`src/rtl/nnrv_pkg.sv`:
```
// -----------------------------------------------------------------------------
// nnrv_pkg
// Shared constants for the nnrv writeback stage.
//   - Default datapath width and architectural register count.
//   - RISC-V load funct3 encodings (LB..LWU) used by the optional load extender.
//   - One-bit grant encoding for the ALU/load round-robin arbiter.
// -----------------------------------------------------------------------------
package nnrv_pkg;

    localparam int XLEN_DEF    = 64;
    localparam int REG_NUM_DEF = 32;

    // Load funct3 encodings
    localparam logic [2:0] F3_LB  = 3'b000;
    localparam logic [2:0] F3_LH  = 3'b001;
    localparam logic [2:0] F3_LW  = 3'b010;
    localparam logic [2:0] F3_LD  = 3'b011;
    localparam logic [2:0] F3_LBU = 3'b100;
    localparam logic [2:0] F3_LHU = 3'b101;
    localparam logic [2:0] F3_LWU = 3'b110;

    // Grant encoding: the channel that won the most recent acceptance
    localparam logic GNT_ALU = 1'b0;
    localparam logic GNT_LD  = 1'b1;

endpackage

```
`src/rtl/nnrv_wb_ldext.sv`:
```
// -----------------------------------------------------------------------------
// nnrv_wb_ldext
// Combinational load-data extender. Sign-extends LB/LH/LW from bit 7/15/31,
// zero-extends LBU/LHU/LWU, and passes LD (and the unused 3'b111) through.
//   funct3   in  3     load type
//   data_in  in  XLEN  right-aligned load data
//   data_out out XLEN  extended load data
// -----------------------------------------------------------------------------
module nnrv_wb_ldext
    import nnrv_pkg::*;
#(
    parameter int XLEN = XLEN_DEF
) (
    input  logic [2:0]      funct3,
    input  logic [XLEN-1:0] data_in,
    output logic [XLEN-1:0] data_out
);

    always_comb begin
        data_out = data_in;
        case (funct3)
            F3_LB:   data_out = {{(XLEN-8){data_in[7]}},   data_in[7:0]};
            F3_LH:   data_out = {{(XLEN-16){data_in[15]}}, data_in[15:0]};
            F3_LW:   data_out = {{(XLEN-32){data_in[31]}}, data_in[31:0]};
            F3_LBU:  data_out = {{(XLEN-8){1'b0}},         data_in[7:0]};
            F3_LHU:  data_out = {{(XLEN-16){1'b0}},        data_in[15:0]};
            F3_LWU:  data_out = {{(XLEN-32){1'b0}},        data_in[31:0]};
            default: data_out = data_in;
        endcase
    end

endmodule

```
`src/rtl/nnrv_wb.sv`:
```
// -----------------------------------------------------------------------------
// nnrv_wb
// Writeback stage of the nnrv core. Arbitrates between the ALU result channel
// and the load-return channel (round-robin on ties), optionally extends load
// data, registers a single write (enable, index, data) toward the register
// file, and keeps a per-register busy scoreboard for decode stalls.
//
// Configuration macro: NNRV_WB_LOAD_EXT_EN
//   defined   - load data extended per i_ld_funct3 (nnrv_wb_ldext)
//   undefined - load data written unmodified, i_ld_funct3 ignored
//
// Ports:
//   i_clk, i_rst              clock, asynchronous active-high reset
//   i_alu_valid/rd/data       ALU result channel;  o_alu_ready = accepted
//   i_ld_valid/rd/funct3/data load return channel; o_ld_ready  = accepted
//   i_iss_en, i_iss_rd        decode issue of an instruction writing rd
//   i_flush                   pipeline flush (clears scoreboard)
//   o_w_en, o_w, o_w_reg      registered register-file write port
//   o_busy                    per-register pending-write bits
// -----------------------------------------------------------------------------
module nnrv_wb
    import nnrv_pkg::*;
#(
    parameter int XLEN    = XLEN_DEF,
    parameter int REG_NUM = REG_NUM_DEF
) (
    input  logic               i_clk,
    input  logic               i_rst,
    input  logic               i_alu_valid,
    input  logic [4:0]         i_alu_rd,
    input  logic [XLEN-1:0]    i_alu_data,
    output logic               o_alu_ready,
    input  logic               i_ld_valid,
    input  logic [4:0]         i_ld_rd,
    input  logic [2:0]         i_ld_funct3,
    input  logic [XLEN-1:0]    i_ld_data,
    output logic               o_ld_ready,
    input  logic               i_iss_en,
    input  logic [4:0]         i_iss_rd,
    input  logic               i_flush,
    output logic               o_w_en,
    output logic [4:0]         o_w,
    output logic [XLEN-1:0]    o_w_reg,
    output logic [REG_NUM-1:0] o_busy
);

    logic               last_grant_reg, last_grant_next;
    logic               alu_gnt, ld_gnt;
    logic               acc_valid;
    logic [4:0]         acc_rd;
    logic [XLEN-1:0]    acc_data;
    logic [XLEN-1:0]    ld_data_ext;

    logic               w_en_reg,   w_en_next;
    logic [4:0]         w_reg,      w_next;
    logic [XLEN-1:0]    w_data_reg, w_data_next;
    logic [REG_NUM-1:0] busy_reg,   busy_next;

    // ------------------------------------------------------------------
    // Load data path
    // ------------------------------------------------------------------
`ifdef NNRV_WB_LOAD_EXT_EN
    nnrv_wb_ldext #(
        .XLEN     (XLEN)
    ) u_ldext (
        .funct3   (i_ld_funct3),
        .data_in  (i_ld_data),
        .data_out (ld_data_ext)
    );
`else
    // Extension is done by the load unit in this build; funct3 is unused.
    logic unused_ld_funct3;
    assign unused_ld_funct3 = ^i_ld_funct3;
    assign ld_data_ext      = i_ld_data;
`endif

    // ------------------------------------------------------------------
    // Arbitration: a lone valid always wins; on a tie the channel that did
    // not win last time gets the slot. Ready depends only on the valids and
    // last_grant, never on anything downstream.
    // ------------------------------------------------------------------
    always_comb begin
        alu_gnt = i_alu_valid && (!i_ld_valid || (last_grant_reg == GNT_LD));
        ld_gnt  = i_ld_valid  && (!i_alu_valid || (last_grant_reg == GNT_ALU));
    end

    assign o_alu_ready = alu_gnt;
    assign o_ld_ready  = ld_gnt;

    always_comb begin
        acc_valid       = alu_gnt || ld_gnt;
        acc_rd          = ld_gnt ? i_ld_rd     : i_alu_rd;
        acc_data        = ld_gnt ? ld_data_ext : i_alu_data;
        last_grant_next = last_grant_reg;
        if (ld_gnt) begin
            last_grant_next = GNT_LD;
        end else if (alu_gnt) begin
            last_grant_next = GNT_ALU;
        end
    end

    // ------------------------------------------------------------------
    // Write port: x0 results are consumed but never written. Index/data
    // hold when nothing is accepted.
    // ------------------------------------------------------------------
    always_comb begin
        w_en_next   = acc_valid && (acc_rd != 5'd0);
        w_next      = acc_valid ? acc_rd   : w_reg;
        w_data_next = acc_valid ? acc_data : w_data_reg;
    end

    // ------------------------------------------------------------------
    // Scoreboard: a bit clears on the edge that ends the o_w_en cycle, so it
    // drops exactly when the register file holds the value. A same-edge issue
    // to the same rd is a newer producer and keeps the bit set; flush wipes
    // everything except an issue arriving in the flush cycle.
    // ------------------------------------------------------------------
    generate
        for (genvar gi = 0; gi < REG_NUM; gi++) begin : g_busy
            if (gi == 0) begin : g_zero
                assign busy_next[gi] = 1'b0;
            end else begin : g_bit
                logic iss_hit, wr_hit;
                assign iss_hit = i_iss_en && (i_iss_rd == 5'(gi));
                assign wr_hit  = w_en_reg && (w_reg == 5'(gi));
                assign busy_next[gi] = iss_hit ||
                                       (!i_flush && !wr_hit && busy_reg[gi]);
            end
        end
    endgenerate

    // ------------------------------------------------------------------
    // State
    // ------------------------------------------------------------------
    always_ff @(posedge i_clk or posedge i_rst) begin
        if (i_rst) begin
            last_grant_reg <= GNT_ALU;
            w_en_reg       <= 1'b0;
            w_reg          <= '0;
            w_data_reg     <= '0;
            busy_reg       <= '0;
        end else begin
            last_grant_reg <= last_grant_next;
            w_en_reg       <= w_en_next;
            w_reg          <= w_next;
            w_data_reg     <= w_data_next;
            busy_reg       <= busy_next;
        end
    end

    assign o_w_en  = w_en_reg;
    assign o_w     = w_reg;
    assign o_w_reg = w_data_reg;
    assign o_busy  = busy_reg;

endmodule

```
`config.mk`:
```
export PLATFORM = sky130hd
export DESIGN_NAME = nnrv_wb
export DESIGN_NICKNAME = d
export VERILOG_FILES = /design/src/rtl/nnrv_pkg.sv /design/src/rtl/nnrv_wb_ldext.sv /design/src/rtl/nnrv_wb.sv
export SDC_FILE = /design/constraint.sdc
export NUM_CORES = 1
export LEC_CHECK = 0
export ABC_AREA = 1
export BUFFER_PORTS_ARGS = -buffer_cell sky130_fd_sc_hd__buf_2
export CORE_MARGIN = 2
export CORE_UTILIZATION = 45
export CTS_BUF_LIST = sky130_fd_sc_hd__clkbuf_16
export DETAILED_ROUTE_END_ITERATION = 16
export PLACE_DENSITY = 0.8
export SYNTH_ARGS = -nofsm -noshare
export SYNTH_HDL_FRONTEND = slang
export SYNTH_SLANG_ARGS = --single-unit
```
`constraint.sdc`:
```
create_clock -name i_clk -period 4.24 [get_ports i_clk]
set_clock_uncertainty 0.2 [all_clocks]
set_input_delay 0.424 -clock i_clk [delete_from_list [all_inputs] [get_ports i_clk]]
set_output_delay 0.424 -clock i_clk [all_outputs]
set_load 0.05 [all_outputs]
```
After elaboration in Yosys (flattened, before gate mapping)
Cells that the tools add are included.
{"block": "classes", "n_reduce_logical": 197, "bitwise_logic": 1, "muxes": 4, "n_eq_ne": 62}
{"operator": "$eq A5 B5 Y1 const B", "count": 32}
{"operator": "$logic_and A1 B1 Y1", "count": 127}
{"operator": "$eq A5 B4 Y1 const B", "count": 16}
{"operator": "$mux W64", "count": 1}
{"operator": "$eq A5 B3 Y1 const B", "count": 8}
{"operator": "$logic_not A1 Y1", "count": 34}
{"operator": "$logic_or A1 B1 Y1", "count": 34}
{"operator": "$eq A5 B2 Y1 const B", "count": 4}
{"operator": "$eq A5 B1 Y1 const B", "count": 2}
{"operator": "$mux W5", "count": 1}
{"operator": "$reduce_bool A5 Y1", "count": 1}
{"operator": "$mux W1", "count": 2}
{"operator": "$reduce_bool A2 Y1", "count": 1}
{"operator": "$not A1 Y1", "count": 1}
{"block": "totals", "inputBits": 152, "register_bits": 102, "elab_cells": 269}

Depth between registers and ports, before layout
{"block": "logic_depth", "word_depth": 6, "mapped_depth": 9}

Worst setup path before layout
No wires, ideal clock.
{"block": "synth_path", "path_type": "input to output", "start": "input port i_alu_valid", "end": "output port o_alu_ready", "path_buffers": 0, "arrival_ns": 1.563, "stages": 2, "setup_slack_ns": 2.053, "path_cell_list": "inv_1 > o21ai_0"}
{"block": "synth_between", "elab_chain_cells": 1}
{"element": "from (decl)", "line": "nnrv_wb.sv:29", "source": "input logic i_alu_valid,"}
{"element": "$logic_and A1 B1 Y1", "line": "nnrv_wb.sv:83", "source": "alu_gnt = i_alu_valid && (!i_ld_valid || (last_grant_reg == GNT_LD));"}
{"element": "to (decl)", "line": "nnrv_wb.sv:32", "source": "output logic o_alu_ready,"}
No other way between the ends.

Worst setup path in the final report
{"block": "layout_path", "start": "register last_grant_reg", "end": "output port o_ld_ready"}
{"block": "layout_between", "elab_chain_cells": 3}
{"element": "from (decl)", "line": "nnrv_wb.sv:47", "source": "logic last_grant_reg, last_grant_next;"}
{"element": "from (signal assigned)", "line": "nnrv_wb.sv:143", "source": "last_grant_reg <= last_grant_next;"}
{"element": "$not A1 Y1", "line": "nnrv_wb.sv:84", "source": "ld_gnt = i_ld_valid && (!i_alu_valid || (last_grant_reg == GNT_ALU));"}
{"element": "$logic_or A1 B1 Y1", "line": "nnrv_wb.sv:84"}
{"element": "$logic_and A1 B1 Y1", "line": "nnrv_wb.sv:84"}
{"element": "to (decl)", "line": "nnrv_wb.sv:37", "source": "output logic o_ld_ready,"}
No other way between the ends.

==> impl_metrics.prom <==
# TYPE chip_impl_metric gauge
chip_impl_metric{name="layout-area-overhead-vs-synth",unit="%"} 31.1
chip_impl_metric{name="port-buffer-count",unit=""} 251
chip_impl_metric{name="worstPathMaxFanout",unit=""} 71
chip_impl_info{name="unrepaired_setup_endpoints_after_global_routing",value="no"} 1
chip_impl_metric{name="cpPeakStageDelay",unit="ns"} 0.40
chip_impl_metric{name="design.final.nets",unit=""} 975
chip_impl_metric{name="floorplan.die_area",unit="µm²"} 11500
chip_impl_metric{name="first_iter_violations",unit=""} 254
chip_impl_metric{name="worst_slew_pin_slew",unit="ns"} 1.09
chip_impl_metric{name="dp_hpwl",unit="mm"} 10.4
chip_impl_metric{name="avgRoutedWirePerCell",unit="µm"} 15.0
chip_impl_metric{name="wirelength_met1",unit="mm"} 5.98
chip_impl_metric{name="timing.fmax",unit="GHz"} 0.374
chip_impl_metric{name="cts.repair.resized",unit=""} 0
chip_impl_metric{name="vdd.ir_drop.worst",unit="mV"} 0.266
chip_impl_metric{name="core_area",unit="µm²"} 10300
chip_impl_metric{name="reg2reg_setup_slack",unit="ns"} 1.76
chip_impl_metric{name="syn_inst",unit=""} 594
chip_impl_info{name="slowest_stage",value="sky130_fd_sc_hd__dfrtp_1"} 1
chip_impl_metric{name="grt_start_max_net_pins",unit=""} 76
chip_impl_metric{name="min_period_over_period",unit=""} 0.630
chip_impl_metric{name="remaining_drc_errors",unit=""} 0
chip_impl_info{name="critical_path.cell_chain",value="nand2_2 > nand2_4 > inv_2 > buf_2"} 1
chip_impl_metric{name="synth_cell_type_count",unit=""} 19
chip_impl_metric{name="holdBufCountCts",unit=""} 0
chip_impl_metric{name="pwr_density_cell",unit="nW/µm²"} 430
chip_impl_metric{name="final_antenna_net_count",unit=""} 0
chip_impl_info{name="critPathLaunch",value="last_grant_reg"} 1
chip_impl_info{name="cts_tree",value="yes"} 1
chip_impl_info{name="top_signal_layer_used",value="met4"} 1
chip_impl_metric{name="yosysSeqAreaShare",unit=""} 0.534
chip_impl_info{name="final_cell_mix",value="sky130_fd_sc_hd__buf_2 (251), sky130_fd_sc_hd__nand2_1 (136), sky130_fd_sc_hd__dfrtp_1 (102), sky130_fd_sc_hd__nor2_1 (90), sky130_fd_sc_hd__o21ai_0 (85)"} 1
chip_impl_info{name="reg_to_reg_end",value="o_w_reg[28]"} 1
chip_impl_metric{name="core.rowCount",unit=""} 37
chip_impl_metric{name="final-max-slew-violation-count",unit=""} 0
chip_impl_metric{name="antenna_violations_before_repair",unit=""} 1
chip_impl_metric{name="detailroute.wirelength.met3",unit="mm"} 1.17
chip_impl_info{name="path_class",value="register to output port"} 1
chip_impl_info{name="root_cell_of_the_clock_tree",value="sky130_fd_sc_hd__clkbuf_16"} 1
chip_impl_metric{name="wl",unit="mm"} 14.5
chip_impl_metric{name="floorplan.initialDensity",unit=""} 0.463
chip_impl_metric{name="setup_slack_of_the_critical_path_after_layout",unit="ns"} 1.57
chip_impl_metric{name="crit_buf_inv",unit=""} 2
chip_impl_metric{name="hold_violations",unit=""} 0
chip_impl_metric{name="syn_nets",unit=""} 746
chip_impl_metric{name="gp_congestion",unit=""} 0.968
chip_impl_metric{name="via_per_inst",unit=""} 5.13
chip_impl_metric{name="power_leakage",unit="nW"} 3.17
chip_impl_info{name="worstReg2RegStart",value="last_grant_reg"} 1
chip_impl_metric{name="grt_use_total",unit=""} 0.258
chip_impl_metric{name="grt_first_pass_wirelength",unit="mm"} 23.4
chip_impl_metric{name="slew-limit-headroom",unit=""} 0.271
chip_impl_metric{name="cts.sinks",unit=""} 102
chip_impl_metric{name="globalRouteOverflowTotal",unit=""} 0
chip_impl_metric{name="largest_reg_flops",unit=""} 69
chip_impl_info{name="outcome",value="completed"} 1
chip_impl_info{name="timing.hold.worst.class",value="input pin to async pin"} 1
chip_impl_metric{name="crit_required",unit="ns"} 3.62
chip_impl_metric{name="timing.setup.tns",unit="ns"} 0
chip_impl_metric{name="syn_area_per_cell",unit="µm²"} 8.05
chip_impl_metric{name="amount_of_wire_on_met2_after_detailed_routing",unit="mm"} 6.96
chip_impl_metric{name="post_route_cells_drive_above_1_share",unit=""} 0.335
chip_impl_metric{name="io_pins",unit=""} 256
chip_impl_metric{name="clk_latency",unit="ns"} 0.33
chip_impl_metric{name="htree_num_levels",unit=""} 3
chip_impl_metric{name="pre_cts_ws",unit="ns"} 1.66
chip_impl_info{name="critical_path.top_delay_family",value="buffers and inverters"} 1
chip_impl_metric{name="die-height",unit="µm"} 107
chip_impl_metric{name="postCtsSetupRepairBufs",unit=""} 0
chip_impl_metric{name="detailedRoute.firstPassIterationCount",unit=""} 5
chip_impl_metric{name="timing.max_cap.violations",unit=""} 0
chip_impl_info{name="cp-start-kind",value="register"} 1
chip_impl_metric{name="synth_seq_cells",unit=""} 102
chip_impl_metric{name="ctsLongestPathBuffers",unit=""} 2
chip_impl_metric{name="die_x",unit="µm"} 107
chip_impl_metric{name="syn-cell-area",unit="µm²"} 4780
chip_impl_metric{name="synthesis.yosys.warnings",unit=""} 0
chip_impl_info{name="layout.cells.most_common",value="sky130_fd_sc_hd__buf_2"} 1
chip_impl_metric{name="cts_buffers",unit=""} 9
chip_impl_info{name="endpoint",value="o_ld_ready"} 1
chip_impl_metric{name="worstSetupPathDepth",unit=""} 4
chip_impl_metric{name="num_vias",unit=""} 4944
chip_impl_info{name="critPathCaptureType",value="output port"} 1
chip_impl_metric{name="worstRegToRegCells",unit=""} 6
chip_impl_metric{name="number_of_global_route_vias_before_repair",unit=""} 4671
chip_impl_metric{name="period_minus_slack",unit="ns"} 2.67
chip_impl_metric{name="critPathArrivalTime",unit="ns"} 2.05
chip_impl_metric{name="number_of_failing_setup_endpoints_in_the_final_timing_report",unit=""} 0
chip_impl_metric{name="clk_pin_slew_worst_paths",unit="ns"} 0.08
chip_impl_metric{name="antennaDiodeCount",unit=""} 0
==> cell usage after synthesis <==
library cell,count,area share
sky130_fd_sc_hd__a31oi_1,1,0.0013
sky130_fd_sc_hd__conb_1,1,0.00078
sky130_fd_sc_hd__nand2_4,1,0.0024
sky130_fd_sc_hd__nand3_1,36,0.038
sky130_fd_sc_hd__nand2_1,136,0.11
sky130_fd_sc_hd__buf_4,1,0.0016
sky130_fd_sc_hd__o22ai_1,1,0.0013
sky130_fd_sc_hd__buf_6,12,0.028
sky130_fd_sc_hd__o21ai_1,80,0.084
sky130_fd_sc_hd__nand2_2,1,0.0013
sky130_fd_sc_hd__nor2_1,90,0.071
sky130_fd_sc_hd__o21ai_0,85,0.089
sky130_fd_sc_hd__nand3_2,1,0.0021
sky130_fd_sc_hd__buf_2,12,0.013
sky130_fd_sc_hd__inv_1,19,0.015
sky130_fd_sc_hd__nor3_1,1,0.0010
sky130_fd_sc_hd__clkbuf_1,11,0.0086
sky130_fd_sc_hd__inv_2,3,0.0024
sky130_fd_sc_hd__dfrtp_1,102,0.53
==> kinds of logic (layout without fill, tap and decap cells) <==
logic type | Yosys count | count (layout) | synth area share
AO/OA/AOI/OAI | 167 | 167 | 0.175
buffers and inverters | 58 | 292 | 0.0683
AND/OR/NAND/NOR | 266 | 266 | 0.222
flip-flops | 102 | 102 | 0.534
other | 1 | 1 | 0.000784
==> worst min-delay path by stage <==
stage / from / cells after the start / slack, ns / end
after floorplan: last_grant_reg / 2 / 0.27 / last_grant_reg
after global placement: o_w_reg[60] / 2 / 0.26 / o_w_reg[60]
after detailed placement: o_w_reg[60] / 2 / 0.27 / o_w_reg[60]
after CTS: i_rst / 2 / 0.09 / o_w_reg[20]
after global routing: i_alu_data[23] / 3 / 0.13 / o_w_reg[23]
final: i_rst / 2 / 0.07 / o_w_reg[12]
==> area by class of cell <==
| type | instances | area, µm² |
|---|---|---|
| Fill cell | 966 | 4050 |
| Sequential cell | 102 | 2550 |
| Multi-Input combinational cell | 434 | 1900 |
| Timing Repair Buffer | 254 | 1280 |
| Clock buffer | 9 | 225 |
| Tap cell | 136 | 170 |
| Inverter | 22 | 85.1 |
| Clock inverter | 7 | 56.3 |
==> where the power goes <==
group / internal, mW / switching (mW)
clock: 0.407 / 0.383
sequential: 1.06 / 0.0555
combinational: 0.185 / 0.600
total: 1.66 / 1.04
==> per-layer routing <==
metal	vias to the layer above	track usage
li1	2409	-
met4	0	0.0937
met3	33	0.0638
met5	-	0
met1	2263	0.346
met2	239	0.407
==> metrics by stage <==
step / std cells / hold WS [ns] / utilization / power (mW) / area, µm²
floorplan: 594 / 0.270 / - / 1.70 / 4780
global placement: 948 / 0.263 / 0.580 / 1.91 / 5990
detailed placement: 948 / 0.272 / 0.580 / 1.92 / 5990
CTS: 964 / 0.0932 / 0.607 / 2.71 / 6270
global route: 964 / 0.134 / 0.607 / 2.82 / 6270
finish: 964 / 0.0654 / 0.607 / 2.70 / 6270
(Power assumes the default switching activity.)
